==> src/rtl/param_wb_pkg.sv <==
// -----------------------------------------------------------------------------
// param_wb_pkg
// Shared types and constants for the parameter write-back drain stage and
// for any FPU stage that needs the FP32 non-finite test.
//   pwb_state_t       : write-back FSM state (IDLE, ISSUE, DONE)
//   WORDS_DEFAULT     : default depth of the captured result vector
//   FP32_EXP_MSB/LSB  : bit range of the FP32 biased exponent
//   FP32_EXP_ALLONES  : exponent pattern shared by NaN and +/-Inf
// -----------------------------------------------------------------------------
package param_wb_pkg;

  typedef enum logic [1:0] {
    IDLE  = 2'd0,
    ISSUE = 2'd1,
    DONE  = 2'd2
  } pwb_state_t;

  localparam int WORDS_DEFAULT = 32;

  localparam int FP32_EXP_MSB = 30;
  localparam int FP32_EXP_LSB = 23;

  localparam logic [FP32_EXP_MSB-FP32_EXP_LSB:0] FP32_EXP_ALLONES = 8'hFF;

endpackage

==> src/rtl/param_writeback_if.sv <==
// -----------------------------------------------------------------------------
// param_writeback_if
// Single-outstanding memory write port driven by the write-back stage.
//   mem_req   : write request valid (master -> slave)
//   mem_we    : write enable, always equal to mem_req (master -> slave)
//   mem_addr  : word address (master -> slave)
//   mem_wdata : write data (master -> slave)
//   mem_ack   : write accepted (slave -> master)
//
// Handshake: a write transfers on a rising clock edge where mem_req and
// mem_ack are both high. Once mem_req rises, the master holds mem_req,
// mem_addr and mem_wdata stable until that edge. mem_ack while mem_req is
// low carries no meaning and is ignored. The master may not withdraw a
// request; the slave may hold mem_ack low for any number of cycles.
// -----------------------------------------------------------------------------
interface param_writeback_if #(
  parameter int ADDR_W = 32,
  parameter int DATA_W = 32
);

  logic              mem_req;
  logic              mem_we;
  logic [ADDR_W-1:0] mem_addr;
  logic [DATA_W-1:0] mem_wdata;
  logic              mem_ack;

  modport master (
    output mem_req,
    output mem_we,
    output mem_addr,
    output mem_wdata,
    input  mem_ack
  );

  modport slave (
    input  mem_req,
    input  mem_we,
    input  mem_addr,
    input  mem_wdata,
    output mem_ack
  );

endinterface

==> src/rtl/fp32_is_nonfinite.sv <==
// -----------------------------------------------------------------------------
// fp32_is_nonfinite
// Flags an FP32 word as non-finite (NaN or +/-Inf): the biased exponent is
// all ones, regardless of sign and mantissa. Purely combinational.
//   word      : in  DATA_W  FP32 value
//   nonfinite : out 1       1 when the exponent field is all ones
// -----------------------------------------------------------------------------
module fp32_is_nonfinite
  import param_wb_pkg::*;
#(
  parameter int DATA_W = 32
) (
  input  logic [DATA_W-1:0] word,
  output logic              nonfinite
);

  assign nonfinite = (word[FP32_EXP_MSB:FP32_EXP_LSB] == FP32_EXP_ALLONES);

  // Sign and mantissa do not affect the classification.
  logic unused_bits;
  assign unused_bits = ^{word[DATA_W-1:FP32_EXP_MSB+1], word[FP32_EXP_LSB-1:0]};

endmodule

==> src/rtl/param_writeback.sv <==
// -----------------------------------------------------------------------------
// param_writeback
// Drain stage behind the parameter-update FPU. On an accepted go it snapshots
// the updater's result vector, base address and (clamped) length, then writes
// words 0..len-1 to consecutive word addresses over a single-outstanding
// req/ack write port. done pulses for one cycle after the last write is
// accepted; nonfinite_cnt reports how many written words were NaN/Inf.
//
// Ports:
//   clk           : in   system clock, rising edge
//   rst_l         : in   synchronous reset, active HIGH (legacy name)
//   go            : in   start pulse, only honoured in IDLE
//   base_addr     : in   word address of result word 0
//   len           : in   words to write, clamped to WORDS
//   r_in          : in   packed result vector, word i at [i*DATA_W +: DATA_W]
//   busy          : out  high while a transfer is in ISSUE or DONE
//   done          : out  one-cycle completion pulse
//   nonfinite_cnt : out  non-finite words written; held until next go
//   mem           : master side of the write port (param_writeback_if)
//   state_dbg     : out  current FSM state, for observation only
// -----------------------------------------------------------------------------
module param_writeback
  import param_wb_pkg::*;
#(
  parameter  int WORDS  = WORDS_DEFAULT,
  parameter  int DATA_W = 32,
  parameter  int ADDR_W = 32,
  localparam int LEN_W  = $clog2(WORDS) + 1,
  localparam int IDX_W  = $clog2(WORDS)
) (
  input  logic                    clk,
  input  logic                    rst_l,
  input  logic                    go,
  input  logic [ADDR_W-1:0]       base_addr,
  input  logic [LEN_W-1:0]        len,
  input  logic [WORDS*DATA_W-1:0] r_in,
  output logic                    busy,
  output logic                    done,
  output logic [LEN_W-1:0]        nonfinite_cnt,
  param_writeback_if.master       mem,
  output pwb_state_t              state_dbg
);

  pwb_state_t        state;
  logic [IDX_W-1:0]  idx;
  logic [LEN_W-1:0]  len_q;
  logic [ADDR_W-1:0] base_q;
  logic [DATA_W-1:0] buf_q [WORDS];
  logic              req_q;

  logic [LEN_W-1:0]  len_clamp;
  logic [DATA_W-1:0] cur_word;
  logic              cur_nonfinite;
  logic              last_word;

  // Lengths above the buffer depth write the whole buffer and no more.
  assign len_clamp = (len > LEN_W'(WORDS)) ? LEN_W'(WORDS) : len;

  assign cur_word = buf_q[idx];

  // In ISSUE len_q is at least 1, so len_q-1 never underflows when used.
  assign last_word = ({1'b0, idx} == (len_q - LEN_W'(1)));

  fp32_is_nonfinite #(
    .DATA_W (DATA_W)
  ) u_nonfinite (
    .word      (cur_word),
    .nonfinite (cur_nonfinite)
  );

  // Address and data come straight from registered state; they are gated to
  // zero whenever no request is outstanding so the bus reads as idle.
  // Address arithmetic wraps modulo 2^ADDR_W.
  assign mem.mem_req   = req_q;
  assign mem.mem_we    = req_q;
  assign mem.mem_addr  = req_q ? (base_q + ADDR_W'(idx)) : '0;
  assign mem.mem_wdata = req_q ? cur_word : '0;

  assign state_dbg = state;

  always_ff @(posedge clk) begin
    if (rst_l) begin
      state         <= IDLE;
      idx           <= '0;
      len_q         <= '0;
      base_q        <= '0;
      req_q         <= 1'b0;
      busy          <= 1'b0;
      done          <= 1'b0;
      nonfinite_cnt <= '0;
      for (int i = 0; i < WORDS; i++) begin
        buf_q[i] <= '0;
      end
    end else begin
      done <= 1'b0;

      case (state)
        IDLE: begin
          if (go) begin
            for (int i = 0; i < WORDS; i++) begin
              buf_q[i] <= r_in[i*DATA_W +: DATA_W];
            end
            base_q        <= base_addr;
            len_q         <= len_clamp;
            idx           <= '0;
            nonfinite_cnt <= '0;
            busy          <= 1'b1;
            if (len_clamp == '0) begin
              // Nothing to write: complete without touching the bus.
              state <= DONE;
              done  <= 1'b1;
              req_q <= 1'b0;
            end else begin
              state <= ISSUE;
              req_q <= 1'b1;
            end
          end
        end

        ISSUE: begin
          // req_q is always high here, so mem_ack alone marks acceptance.
          if (mem.mem_ack) begin
            nonfinite_cnt <= nonfinite_cnt + LEN_W'(cur_nonfinite);
            if (last_word) begin
              state <= DONE;
              req_q <= 1'b0;
              done  <= 1'b1;
            end else begin
              idx <= idx + IDX_W'(1);
            end
          end
        end

        DONE: begin
          state <= IDLE;
          busy  <= 1'b0;
        end

        default: begin
          state <= IDLE;
          req_q <= 1'b0;
          busy  <= 1'b0;
        end
      endcase
    end
  end

endmodule

==> src/flat_wrapper.sv <==
// flat-port wrapper written by rule: the top's interface ports become plain ports
module param_writeback_flat import param_wb_pkg::*;
#(
  parameter  int WORDS  = WORDS_DEFAULT,
  parameter  int DATA_W = 32,
  parameter  int ADDR_W = 32,
  localparam int LEN_W  = $clog2(WORDS) + 1,
  localparam int IDX_W  = $clog2(WORDS)
)
  (clk, rst_l, go, base_addr, len, r_in, busy, done, nonfinite_cnt, state_dbg, mem_mem_req, mem_mem_we, mem_mem_addr, mem_mem_wdata, mem_mem_ack);
  param_writeback_if #(.ADDR_W(ADDR_W), .DATA_W(DATA_W)) mem_i ();
  input  logic clk;
  input  logic rst_l;
  input  logic go;
  input  logic [ADDR_W-1:0] base_addr;
  input  logic [LEN_W-1:0] len;
  input  logic [WORDS*DATA_W-1:0] r_in;
  output logic busy;
  output logic done;
  output logic [LEN_W-1:0] nonfinite_cnt;
  output pwb_state_t state_dbg;
  output wire logic [$bits(mem_i.mem_req)-1:0] mem_mem_req;
  output wire logic [$bits(mem_i.mem_we)-1:0] mem_mem_we;
  output wire logic [$bits(mem_i.mem_addr)-1:0] mem_mem_addr;
  output wire logic [$bits(mem_i.mem_wdata)-1:0] mem_mem_wdata;
  input wire logic [$bits(mem_i.mem_ack)-1:0] mem_mem_ack;
  assign mem_mem_req = mem_i.mem_req;
  assign mem_mem_we = mem_i.mem_we;
  assign mem_mem_addr = mem_i.mem_addr;
  assign mem_mem_wdata = mem_i.mem_wdata;
  assign mem_i.mem_ack = mem_mem_ack;
  param_writeback #(.WORDS(WORDS), .DATA_W(DATA_W), .ADDR_W(ADDR_W)) u_core (.clk(clk), .rst_l(rst_l), .go(go), .base_addr(base_addr), .len(len), .r_in(r_in), .busy(busy), .done(done), .nonfinite_cnt(nonfinite_cnt), .mem(mem_i), .state_dbg(state_dbg));
endmodule
==> config.mk <==
export PLATFORM = sky130hd
export DESIGN_NAME = param_writeback_flat
export DESIGN_NICKNAME = d
export VERILOG_FILES = /design/src/rtl/param_wb_pkg.sv /design/src/rtl/param_writeback_if.sv /design/src/rtl/fp32_is_nonfinite.sv /design/src/rtl/param_writeback.sv /design/src/flat_wrapper.sv
export SDC_FILE = /design/constraint.sdc
export NUM_CORES = 1
export LEC_CHECK = 0
export ABC_AREA = 1
export CAP_MARGIN = 10
export CELL_PAD_IN_SITES_DETAIL_PLACEMENT = 0
export CELL_PAD_IN_SITES_GLOBAL_PLACEMENT = 1
export CORE_AREA = 2 2 442 444
export CTS_CLUSTER_DIAMETER = 100
export DETAILED_ROUTE_END_ITERATION = 8
export DIE_AREA = 0 0 444 446
export DONT_BUFFER_PORTS = 1
export GPL_ROUTABILITY_DRIVEN = 1
export GPL_TIMING_DRIVEN = 1
export MAX_ROUTING_LAYER = met4
export PLACE_DENSITY = 0.6
export SETUP_SLACK_MARGIN = 0.05
export SLEW_MARGIN = 20
export SYNTH_ARGS = -nofsm -noshare
export SYNTH_HDL_FRONTEND = slang
export SYNTH_HIERARCHICAL = 1
export SYNTH_SLANG_ARGS = --single-unit
==> constraint.sdc <==
create_clock -name clk -period 24.6 [get_ports clk]
set_input_delay 1.23 -clock clk [delete_from_list [all_inputs] [get_ports clk]]
set_output_delay 1.23 -clock clk [all_outputs]
set_load 0.02 [all_outputs]
==> flow_summary_export.csv <==
group,metric,value,unit
critical_path,path_cells,"clkinv_8 > buf_4 > buf_4 > buf_4 > o21ai_0 > o221ai_1 > nand3_1 > nand2_1 > nand2_1 > a21oi_1",
cts,clock_path_buffers,3,
layout,postLayoutCoreUtil,30.05,%
status,violations,"slew limit",
critical_path,cp_slowest_cell,"a21oi_1",
cts,cts.sinks,1083,
detailed_routing,drt_iter0_drc,3900,
floorplan,die_area,198000,um^2
cts,h-tree-depth,4,
cts,postCtsSetupBuffers,0,
placed_design,dp.cells,7819,
cts,cts_inserted_buffers,132,
global_route,grt_max_degree,460,
critical_path,crit_arrival,5620,ps
yosys,avgSynthCellArea,9.343,um^2
layout,fin_cells,8088,
layout,drive_gt1_share,4.892,%
detailed_routing,avgViaCountPerCell,4.823,
placed_design,gp_congestion,0.9397,
status,status,"finished, violations left",
cts,insertion_delay,790,ps
layout,syn2layout_area_growth,11.71,%
power,power,0.004885,W
global_route,grt_pass1_wl,289100,um
timing,relSlewSlack,-24.23,%
timing,setup_viol,0,
timing,tns,0,ps
timing,max_freq,0.1460,GHz
critical_path,cp-end-kind,"output pin",
detailed_routing,ant_nets,0,
floorplan,die_x,444,um
detailed_routing,drt_wl_total,211700,um
timing,finClkSkew,20.19,ps
detailed_routing,num_vias,39009,
power,power-per-cell-area,83.99,nW/um^2
cts,cts_resized,0,
worst_hold_path,hold_class,"reg -> reg",
timing,hold_violations,0,
floorplan,io_pins,1142,
cts,clkSlewWorstSetupHoldPaths,60,ps
global_route,antenna_found_initial,36,
critical_path,path_class,"reg -> out",
placed_design,dp_hpwl,154100,um
power,vdd_ir_drop_max,0.06617,mV
critical_path,crit_top_cell,"buf_4",
yosys,syn_nets,6649,
global_route,grt_use_total,21.14,%
timing,maxSlewViolCount,187,
floorplan,die-height,446,um
cts,cts_tree,"built",
detailed_routing,wl_per_cell,26.17,um
placed_design,place_area,53680,um^2
layout,finalInstanceArea,58170,um^2
yosys,syn_area,52070,um^2
critical_path,cp.required,23370,ps
cts,postCtsHoldBufs,0,
layout,fin_nets,6488,
timing,fin_crit_sh,27.84,%
detailed_routing,drc,0,
floorplan,start_util,26.90,%
floorplan,coreArea,193600,um^2
power,total_leakage_power,25.16,nW
detailed_routing,drt-pass1-iter-count,6,
critical_path,path_max_fanout,114,
critical_path,cp-start-kind,"flip-flop",
global_route,globalRouteOverflowTotal,0,
placed_design,io_buffers,0,
critical_path,cpPeakStageDelay,770,ps
floorplan,rows,162,
yosys,ys_warn_count,6,
global_route,first_global_vias,38208,
timing,worst_pin_slew,1863,ps
timing,grt_setup_unrepaired,"false",
yosys,synth_cells,5573,
timing,layout_min_cycle_time,6848,ps
cts,cts-root-buf,"clkbuf_16",
job,cap_violations,0,
critical_path,reg2reg_slack,18890,ps
==> registers in the layout (all words and copies together), names as in the netlist, named ones only <==
register              count
u_core/buf_q           1024
u_core/base_q            32
u_core/len_q              6
u_core/nonfinite_cnt      6
u_core/idx                5
u_core/state_dbg          2
u_core/busy               1
u_core/done               1
u_core/mem.mem_req        1
==> cell usage in the layout (no fill, tap or decap), types with 5 or more instances in the layout <==
cell	n
diode_2	27
nor2_1	1646
o221ai_1	194
clkinv_8	6
dfxtp_1	54
bufinv_16	15
o22ai_1	5
a21oi_2	14
inv_6	8
nand3_1	176
inv_1	1086
nor3_1	33
buf_4	48
o21ai_1	23
clkbuf_16	138
nand4_1	8
o211ai_1	62
nand2_1	280
clkbuf_1	30
ha_1	9
xor2_1	9
clkinv_1	24
o21ai_0	520
clkinv_2	15
a21oi_1	48
edfxtp_1	1024
==> where the power goes <==
group	leakage (nW)	switching, W	internal [W]
combinational	11.6	0.000429	0.000123
sequential	11.5	0.0000693	0.00226
clock	2.14	0.000810	0.00119
==> worst max-delay path, delay by kind of cell, from the launching register on <==
family                 cells  cell delay (ps)
AOI/OAI and AO/OA          3             1140
buffers and inverters      4             2110
DFF                        1              440
and+or+nand+nor            3              690
==> cell type report <==
cell class / instances / area, um^2
clock buffer: 170 / 3593
sequential: 1083 / 31950
multi-input combinational: 3049 / 13970
tap: 2542 / 3181
antenna: 27 / 67.56
fill: 20428 / 135400
clock inverter: 71 / 807.0
inverter: 1094 / 4160
timing repair buffer: 52 / 440.4
==> routing by layer <==
metal	track usage, %	vias to the layer above	wire length (um)
met5	-	-	0
met4	7.953	0	7065
met3	3.664	254	12400
met2	35.36	1638	106600
met1	25.47	19338	85620
li1	-	17779	-
==> metrics by stage <==
stage	hold slack (ps)	setup slack, ps
after detailed placement	473.5	18310
after CTS	465.9	17710
after global routing	496.5	17540
after floorplan	453.9	9967
final	487.1	17750
after global placement	474.8	18410
==> final timing paths <==
check | cells after the start | start | endpoint
hold / removal | 2 | u_core/base_q[0] | u_core/base_q[0]
setup reg to reg | 7 | u_core/state_dbg[0] | u_core/buf_q[6][6]
hold reg to reg | 2 | u_core/base_q[0] | u_core/base_q[0]
setup / recovery | 10 | flip-flop | mem_mem_wdata[10]
Power figures use the tool's default switching activity.
